### config.mk
export PLATFORM = sky130hd
export DESIGN_NAME = video_timing_detect
export DESIGN_NICKNAME = d
export VERILOG_FILES = /design/src/rtl/video_timing_detect.sv
export SDC_FILE = /design/constraint.sdc
export NUM_CORES = 1
export LEC_CHECK = 0
export BUFFER_PORTS_ARGS = -buffer_cell sky130_fd_sc_hd__buf_2
export CELL_PAD_IN_SITES_DETAIL_PLACEMENT = 0
export CELL_PAD_IN_SITES_GLOBAL_PLACEMENT = 2
export CORE_MARGIN = 2
export CORE_UTILIZATION = 30
export DETAILED_ROUTE_END_ITERATION = 6
export GPL_TIMING_DRIVEN = 0
export HOLD_SLACK_MARGIN = 0.12
export PLACE_DENSITY = 0.63
export SLEW_MARGIN = 5
export SYNTH_ARGS = -nofsm -noshare
export SYNTH_HDL_FRONTEND = slang
export SYNTH_SLANG_ARGS = --single-unit
### constraint.sdc
create_clock -name I_pxl_clk -period 7.5 [get_ports I_pxl_clk]
set_input_delay 1.5 -clock I_pxl_clk [delete_from_list [all_inputs] [get_ports I_pxl_clk]]
set_output_delay 1.5 -clock I_pxl_clk [all_outputs]
set_load 0.005 [all_outputs]
### src/rtl/video_timing_detect.sv
// Video timing detector: measures H/V sync, porch, active and total sizes from an HS/VS/DE
// stream and flags lock once LOCK_FRAMES consecutive frames measure identically.
module video_timing_detect #(
    parameter int unsigned LOCK_FRAMES = 2,
    parameter int unsigned TIMEOUT     = 65535
) (
    input  logic        I_pxl_clk,
    input  logic        I_rst_n,
    input  logic        I_hs,
    input  logic        I_vs,
    input  logic        I_de,
    input  logic        I_hs_pol,
    input  logic        I_vs_pol,
    output logic [15:0] O_h_total,
    output logic [15:0] O_h_sync,
    output logic [15:0] O_h_bporch,
    output logic [15:0] O_h_res,
    output logic [15:0] O_v_total,
    output logic [15:0] O_v_sync,
    output logic [15:0] O_v_bporch,
    output logic [15:0] O_v_res,
    output logic        O_locked,
    output logic        O_fmt_change
);
    localparam logic [3:0]  LockN  = 4'(LOCK_FRAMES);
    localparam logic [15:0] ToLast = 16'(TIMEOUT - 1);
    localparam logic [15:0] ToMax  = 16'(TIMEOUT);

    function automatic logic [15:0] sat_inc(input logic [15:0] v);
        return (v == 16'hFFFF) ? v : v + 16'd1;
    endfunction

    function automatic logic [15:0] sub_clamp(input logic [15:0] a, input logic [15:0] b);
        return (a > b) ? a - b : 16'd0;
    endfunction

    logic hs_r, vs_r, de_r, hs_h, vs_h, de_h;
    logic [1:0] prime_q;
    logic hs_a, vs_a, ok;
    logic hs_rise, hs_fall, vs_rise, vs_fall, de_rise, de_fall;
    logic first_de_line, first_de_frame, timeout, frame_done;

    // Shadow / output / previous-frame vectors; index order: h_total, h_sync, h_bporch,
    // h_res, v_total, v_sync, v_bporch, v_res.
    logic [7:0][15:0] sh_q, sh_d, out_q, prev_q;
    logic [15:0] hcnt_q, hcnt_d, hpos, vcnt_q, vcnt_d, vpos;
    logic [15:0] de_run_q, de_run_d, vres_q, vres_d, to_q, to_d;
    logic line_de_q, line_de_d, frame_de_q, frame_de_d;
    logic armed_q, armed_d, have_prev_q, have_prev_d, locked_q, locked_d, fmt_q, fmt_d;
    logic [3:0] match_q, match_d;

    assign hs_a = (hs_r == I_hs_pol);
    assign vs_a = (vs_r == I_vs_pol);
    // History is only meaningful two clocks after reset; earlier edges are artefacts of
    // the reset value meeting an active-low polarity.
    assign ok      = prime_q[1];
    assign hs_rise = ok & hs_a & ~hs_h;
    assign hs_fall = ok & ~hs_a & hs_h;
    assign vs_rise = ok & vs_a & ~vs_h;
    assign vs_fall = ok & ~vs_a & vs_h;
    assign de_rise = ok & de_r & ~de_h;
    assign de_fall = ok & ~de_r & de_h;

    assign first_de_line  = de_rise & (hs_rise | ~line_de_q);
    assign first_de_frame = de_rise & (vs_rise | ~frame_de_q);
    assign timeout        = ~hs_rise & (to_q == ToLast);
    assign frame_done     = vs_rise & armed_q & ~timeout;
    assign hpos           = sat_inc(hcnt_q);
    assign vpos           = hs_rise ? sat_inc(vcnt_q) : vcnt_q;

    always_comb begin
        sh_d        = sh_q;
        hcnt_d      = hs_rise ? 16'd0 : hpos;
        vcnt_d      = vs_rise ? 16'd0 : vpos;
        de_run_d    = de_rise ? 16'd1 : (de_r ? sat_inc(de_run_q) : de_run_q);
        line_de_d   = hs_rise ? de_rise : (line_de_q | de_rise);
        frame_de_d  = vs_rise ? de_rise : (frame_de_q | de_rise);
        vres_d      = vres_q;
        to_d        = hs_rise ? 16'd0 : ((to_q != ToMax) ? to_q + 16'd1 : to_q);
        armed_d     = armed_q;
        have_prev_d = have_prev_q;
        match_d     = match_q;
        fmt_d       = 1'b0;

        if (hs_rise) sh_d[0] = hpos;
        if (hs_fall) sh_d[1] = hpos;
        if (first_de_line) sh_d[2] = sub_clamp(hpos, sh_d[1]);
        if (de_fall) sh_d[3] = de_run_q;
        if (vs_rise) begin
            sh_d[4] = sat_inc(vcnt_q);
            sh_d[7] = vres_q;
        end
        if (vs_fall) sh_d[5] = vpos;
        if (first_de_frame) sh_d[6] = sub_clamp(vpos, sh_d[5]);

        if (vs_rise) begin
            vres_d = first_de_line ? 16'd1 : 16'd0;
        end else if (first_de_line) begin
            vres_d = sat_inc(vres_q);
        end

        if (timeout) begin
            armed_d     = 1'b0;
            have_prev_d = 1'b0;
            match_d     = 4'd0;
        end else if (vs_rise) begin
            armed_d = 1'b1;
            if (armed_q) begin
                have_prev_d = 1'b1;
                if (have_prev_q) begin
                    if (sh_d == prev_q) begin
                        if (match_q < LockN) match_d = match_q + 4'd1;
                    end else begin
                        match_d = 4'd0;
                        fmt_d   = 1'b1;
                    end
                end
            end
        end
        locked_d = (match_d == LockN);
    end

    always_ff @(posedge I_pxl_clk or negedge I_rst_n) begin
        if (!I_rst_n) begin
            {hs_r, vs_r, de_r, hs_h, vs_h, de_h} <= '0;
            prime_q     <= '0;
            sh_q        <= '0;
            out_q       <= '0;
            prev_q      <= '0;
            hcnt_q      <= '0;
            vcnt_q      <= '0;
            de_run_q    <= '0;
            vres_q      <= '0;
            to_q        <= '0;
            line_de_q   <= 1'b0;
            frame_de_q  <= 1'b0;
            armed_q     <= 1'b0;
            have_prev_q <= 1'b0;
            match_q     <= '0;
            locked_q    <= 1'b0;
            fmt_q       <= 1'b0;
        end else begin
            hs_r        <= I_hs;
            vs_r        <= I_vs;
            de_r        <= I_de;
            hs_h        <= hs_a;
            vs_h        <= vs_a;
            de_h        <= de_r;
            prime_q     <= {prime_q[0], 1'b1};
            sh_q        <= sh_d;
            hcnt_q      <= hcnt_d;
            vcnt_q      <= vcnt_d;
            de_run_q    <= de_run_d;
            vres_q      <= vres_d;
            to_q        <= to_d;
            line_de_q   <= line_de_d;
            frame_de_q  <= frame_de_d;
            armed_q     <= armed_d;
            have_prev_q <= have_prev_d;
            match_q     <= match_d;
            locked_q    <= locked_d;
            fmt_q       <= fmt_d;
            if (frame_done) begin
                out_q  <= sh_d;
                prev_q <= sh_d;
            end
        end
    end

    assign O_h_total    = out_q[0];
    assign O_h_sync     = out_q[1];
    assign O_h_bporch   = out_q[2];
    assign O_h_res      = out_q[3];
    assign O_v_total    = out_q[4];
    assign O_v_sync     = out_q[5];
    assign O_v_bporch   = out_q[6];
    assign O_v_res      = out_q[7];
    assign O_locked     = locked_q;
    assign O_fmt_change = fmt_q;
endmodule

==> qor.txt <==
Fmax: 137 MHz
vias in the first global route: 18.6k
Initial Utilization: 30.3%
Gate Count Post-Synth: 2320
Critical path buffers and inverters: 8
Slowest cell on crit path: or3b_1
CTS clock-pin slew for the worst setup and hold paths: 0.06 ns
Num CTS Buffers: 46
CP max FO: 10
Worst Hold Class: reg -> reg
Final #Nets: 2550
Synth Cell Area: 20400 µm²
Die Width: 265 µm
Synth Area in Adders: 2.25%
synth unique cells: 96
CTS root buf: clkbuf_16
Avg Inst Size Synth: 8.78 µm²
drt pass-1 iters: 5
WL final: 94100 µm
Detail Route Antenna Nets: 0
Final Slew Violations: 0
initial antenna violation count: 1
Residual DRC: 0
largest net degree at the start of global routing: 98
Via Count: 18.7k
diodes inserted: 0
period utilization: 97.1%
fin cells: 3417
critical path class: in -> reg
Yosys warning count: 0
data required time of the critical path: 7.98 ns
final hold violation count: 0
Worst Clk Skew: 0.0297 ns
Yosys top cell by area: dfrtp_1
Setup TNS Final: 0 ns
Final setup viols: 0
CTS tree: done
most used cell, CP: buf_2
share of post-route cells with drive strength above 1: 13.2%
Synth Area in Compound Gates: 17.5%
Top FF cell, synth: dfrtp_1
die area: 70000 µm²
Post-Synth XOR/XNOR Area: 7.82%
worst-margin pin slew: 1.33 ns
gpl congestion: 0.931
Static Leakage: 11.2 nW
gr ovfl total: 0
Starting DRT DRC Count: 1458
Max stage delay on crit path: 0.52 ns
CTS HTree Levels: 2
max_slew headroom: 11.7%
routed vias/inst: 5.47
Synth top area share: 43.5%
pre-CTS WS: -1.75 ns
Min Clock Period, post-route: 7.28 ns
GR Util All Layers: 26.5%
cell area after layout: 24000 µm²
IO buf count: 136
top cell family by delay on the critical path: buffers and inverters
mux share of post-synthesis cell area: 3.23%
worst-skew pair later-pin latency: 0.61 ns
PnR worst setup slack: 0.215 ns
dpl cell area: 22300 µm²
Yosys reg bits: 354
Die H: 265 µm
Setup crit end kind: flop
Synth area leaders: dfrtp_1 (44%), nand2_1 (6.8%), o21ai_0 (4.4%)
I/O Pins: 137
status: finished clean
CTS Sinks: 354
VDD IR max: 0.151 mV
Synth Area in Simple Gates: 20.4%
cell row count: 95
CORE AREA: 67200 µm²
Post-synth EDFFs: 0
largest family of logic cells by synthesized area: simple AND/OR/NAND/NOR gates
Max-Cap Viols: 0
asr flop ratio synth: 100%
first-pass GRT wire length: 134000 µm
CTS max path bufs: 3
Cells after DPL: 3333
Worst setup SP type: input pin
Final HPWL DP: 72700 µm
Pwr per Cell Area: 344 nW/µm²
wire per inst: 27.5 µm
WP data arrival: 7.76 ns
Mapped Nets: 2363
synth-to-layout area growth: 17.8%
Seq/Total Area, Yosys: 43.5%
where the power goes:
group          total [W]  switching, W  internal (W)  leakage, nW
clock network    0.00232      0.000953       0.00137        0.775
logic            0.00311       0.00198       0.00113         5.74
registers        0.00283      0.000524       0.00231         4.73
total            0.00826       0.00346       0.00480         11.2
cell usage after synthesis, drive strengths merged, types with 38 or more instances:
library cell / count
nand2: 369
dfrtp: 354
nor2: 186
o21ai: 178
inv: 158
a21oi: 95
xnor2: 95
clkbuf: 88
xor2: 86
nand3: 57
nor3: 42
nand4: 38
layer usage:
layer / wire length [µm] / up-vias / GRT usage [%]
li1: - / 8535 / -
met1: 43200 / 9500 / 37.0
met2: 43000 / 551 / 42.5
met3: 5170 / 109 / 3.82
met4: 2710 / 2 / 7.62
met5: 13 / - / 0
worst paths after layout:
kind                                  from           end  slack, ns  cells past startpoint
worst max-delay path              I_vs_pol  O_fmt_change       0.22                     25
worst min-delay path            prime_q[0]    prime_q[1]       0.35                      0
worst max register to register   hcnt_q[1]  O_fmt_change       0.42                     20
worst min register to register  prime_q[0]    prime_q[1]       0.35                      0
max in group asynchronous          I_rst_n    prev_q[43]       5.61                      2
min in group asynchronous          I_rst_n  de_run_q[12]       0.85                      1
layout make-up:
class,instances,area [µm²]
multi-input combinational,1695,10600
fill,6975,43200
tap,873,1090
clock inverter,19,228
sequential,354,8860
timing repair buffer,141,808
clock buffer,66,1330
inverter,159,597
buffer,110,498
sequential cells by signal (all words and copies together) (netlist names), 2 cells and up:
signal and flops:
hcnt_q 16, match_q 4, prev_q 128, sh_q 128
prime_q 2, vcnt_q 16, to_q 16, vres_q 16
de_run_q 16
worst reg2reg max path: cells and delay by family (launching register included):
| kind | cells | cell delay [ns] |
|---|---|---|
| simple gates | 9 | 2.64 |
| compound gates | 7 | 2.18 |
| xor+xnor | 1 | 0.77 |
| fa+ha+maj | 2 | 0.64 |
| flops | 1 | 0.45 |
| buf+inv | 1 | 0.27 |
cell usage in the layout (no fill, tap or decap), types with 10 or more instances in the layout:
master | synthesis | routed
mux2_2 | 35 | 35
o22ai_1 | 25 | 24
inv_1 | 157 | 157
or4_1 | 10 | 10
clkinv_2 | 0 | 12
nand2b_1 | 16 | 16
a21oi_1 | 95 | 94
a211oi_1 | 13 | 12
nand4_1 | 35 | 35
clkbuf_2 | 0 | 14
mux2i_1 | 25 | 24
and2_1 | 16 | 17
clkbuf_1 | 88 | 78
nand2_1 | 369 | 368
nand3_1 | 56 | 55
ha_1 | 35 | 34
o221ai_1 | 10 | 10
buf_2 | 5 | 144
o21a_1 | 15 | 15
dfrtp_1 | 354 | 354
clkbuf_16 | 0 | 46
nor3_1 | 42 | 42
nor2b_1 | 18 | 18
and4_1 | 19 | 19
xor2_1 | 85 | 83
nor4_1 | 22 | 18
a22oi_1 | 10 | 10
xnor2_1 | 95 | 94
a21o_1 | 19 | 19
and3_1 | 25 | 25
o211ai_1 | 12 | 12
o21ai_0 | 177 | 176
or3_1 | 21 | 21
a31oi_1 | 25 | 24
nor2_1 | 186 | 184
clkbuf_8 | 0 | 10
o2111ai_1 | 10 | 10
logic make-up after synthesis:
kind of cell             after synthesis
flip-flops                           354
AND/OR/NAND/NOR                      876
AO/OA/AOI/OAI                        540
adder cells (fa/ha/maj)               36
multiplexers                          61
other                                  1
buffers and inverters                271
XOR/XNOR                             181
metrics by stage:
stage	hold WS (ns)	util [%]	total power, W
after global placement	0.334	33.0	0.00584
after CTS	0.351	35.6	0.00825
final	0.350	35.7	0.00826
after detailed placement	0.338	33.2	0.00588
after floorplan	0.331	-	0.00444
after global routing	0.353	35.7	0.00868
repair_timing:
| action | CTS | global route |
|---|---|---|
| endpoints found under the setup margin | 45 | 33 |
| hold buffers | 0 | 0 |
| gates resized for setup | 27 | 32 |
| pin swaps | 0 | 1 |
| setup buffers | 0 | 1 |
| endpoints found under the hold margin | 0 | 0 |
Power figures use the tool's default switching activity.
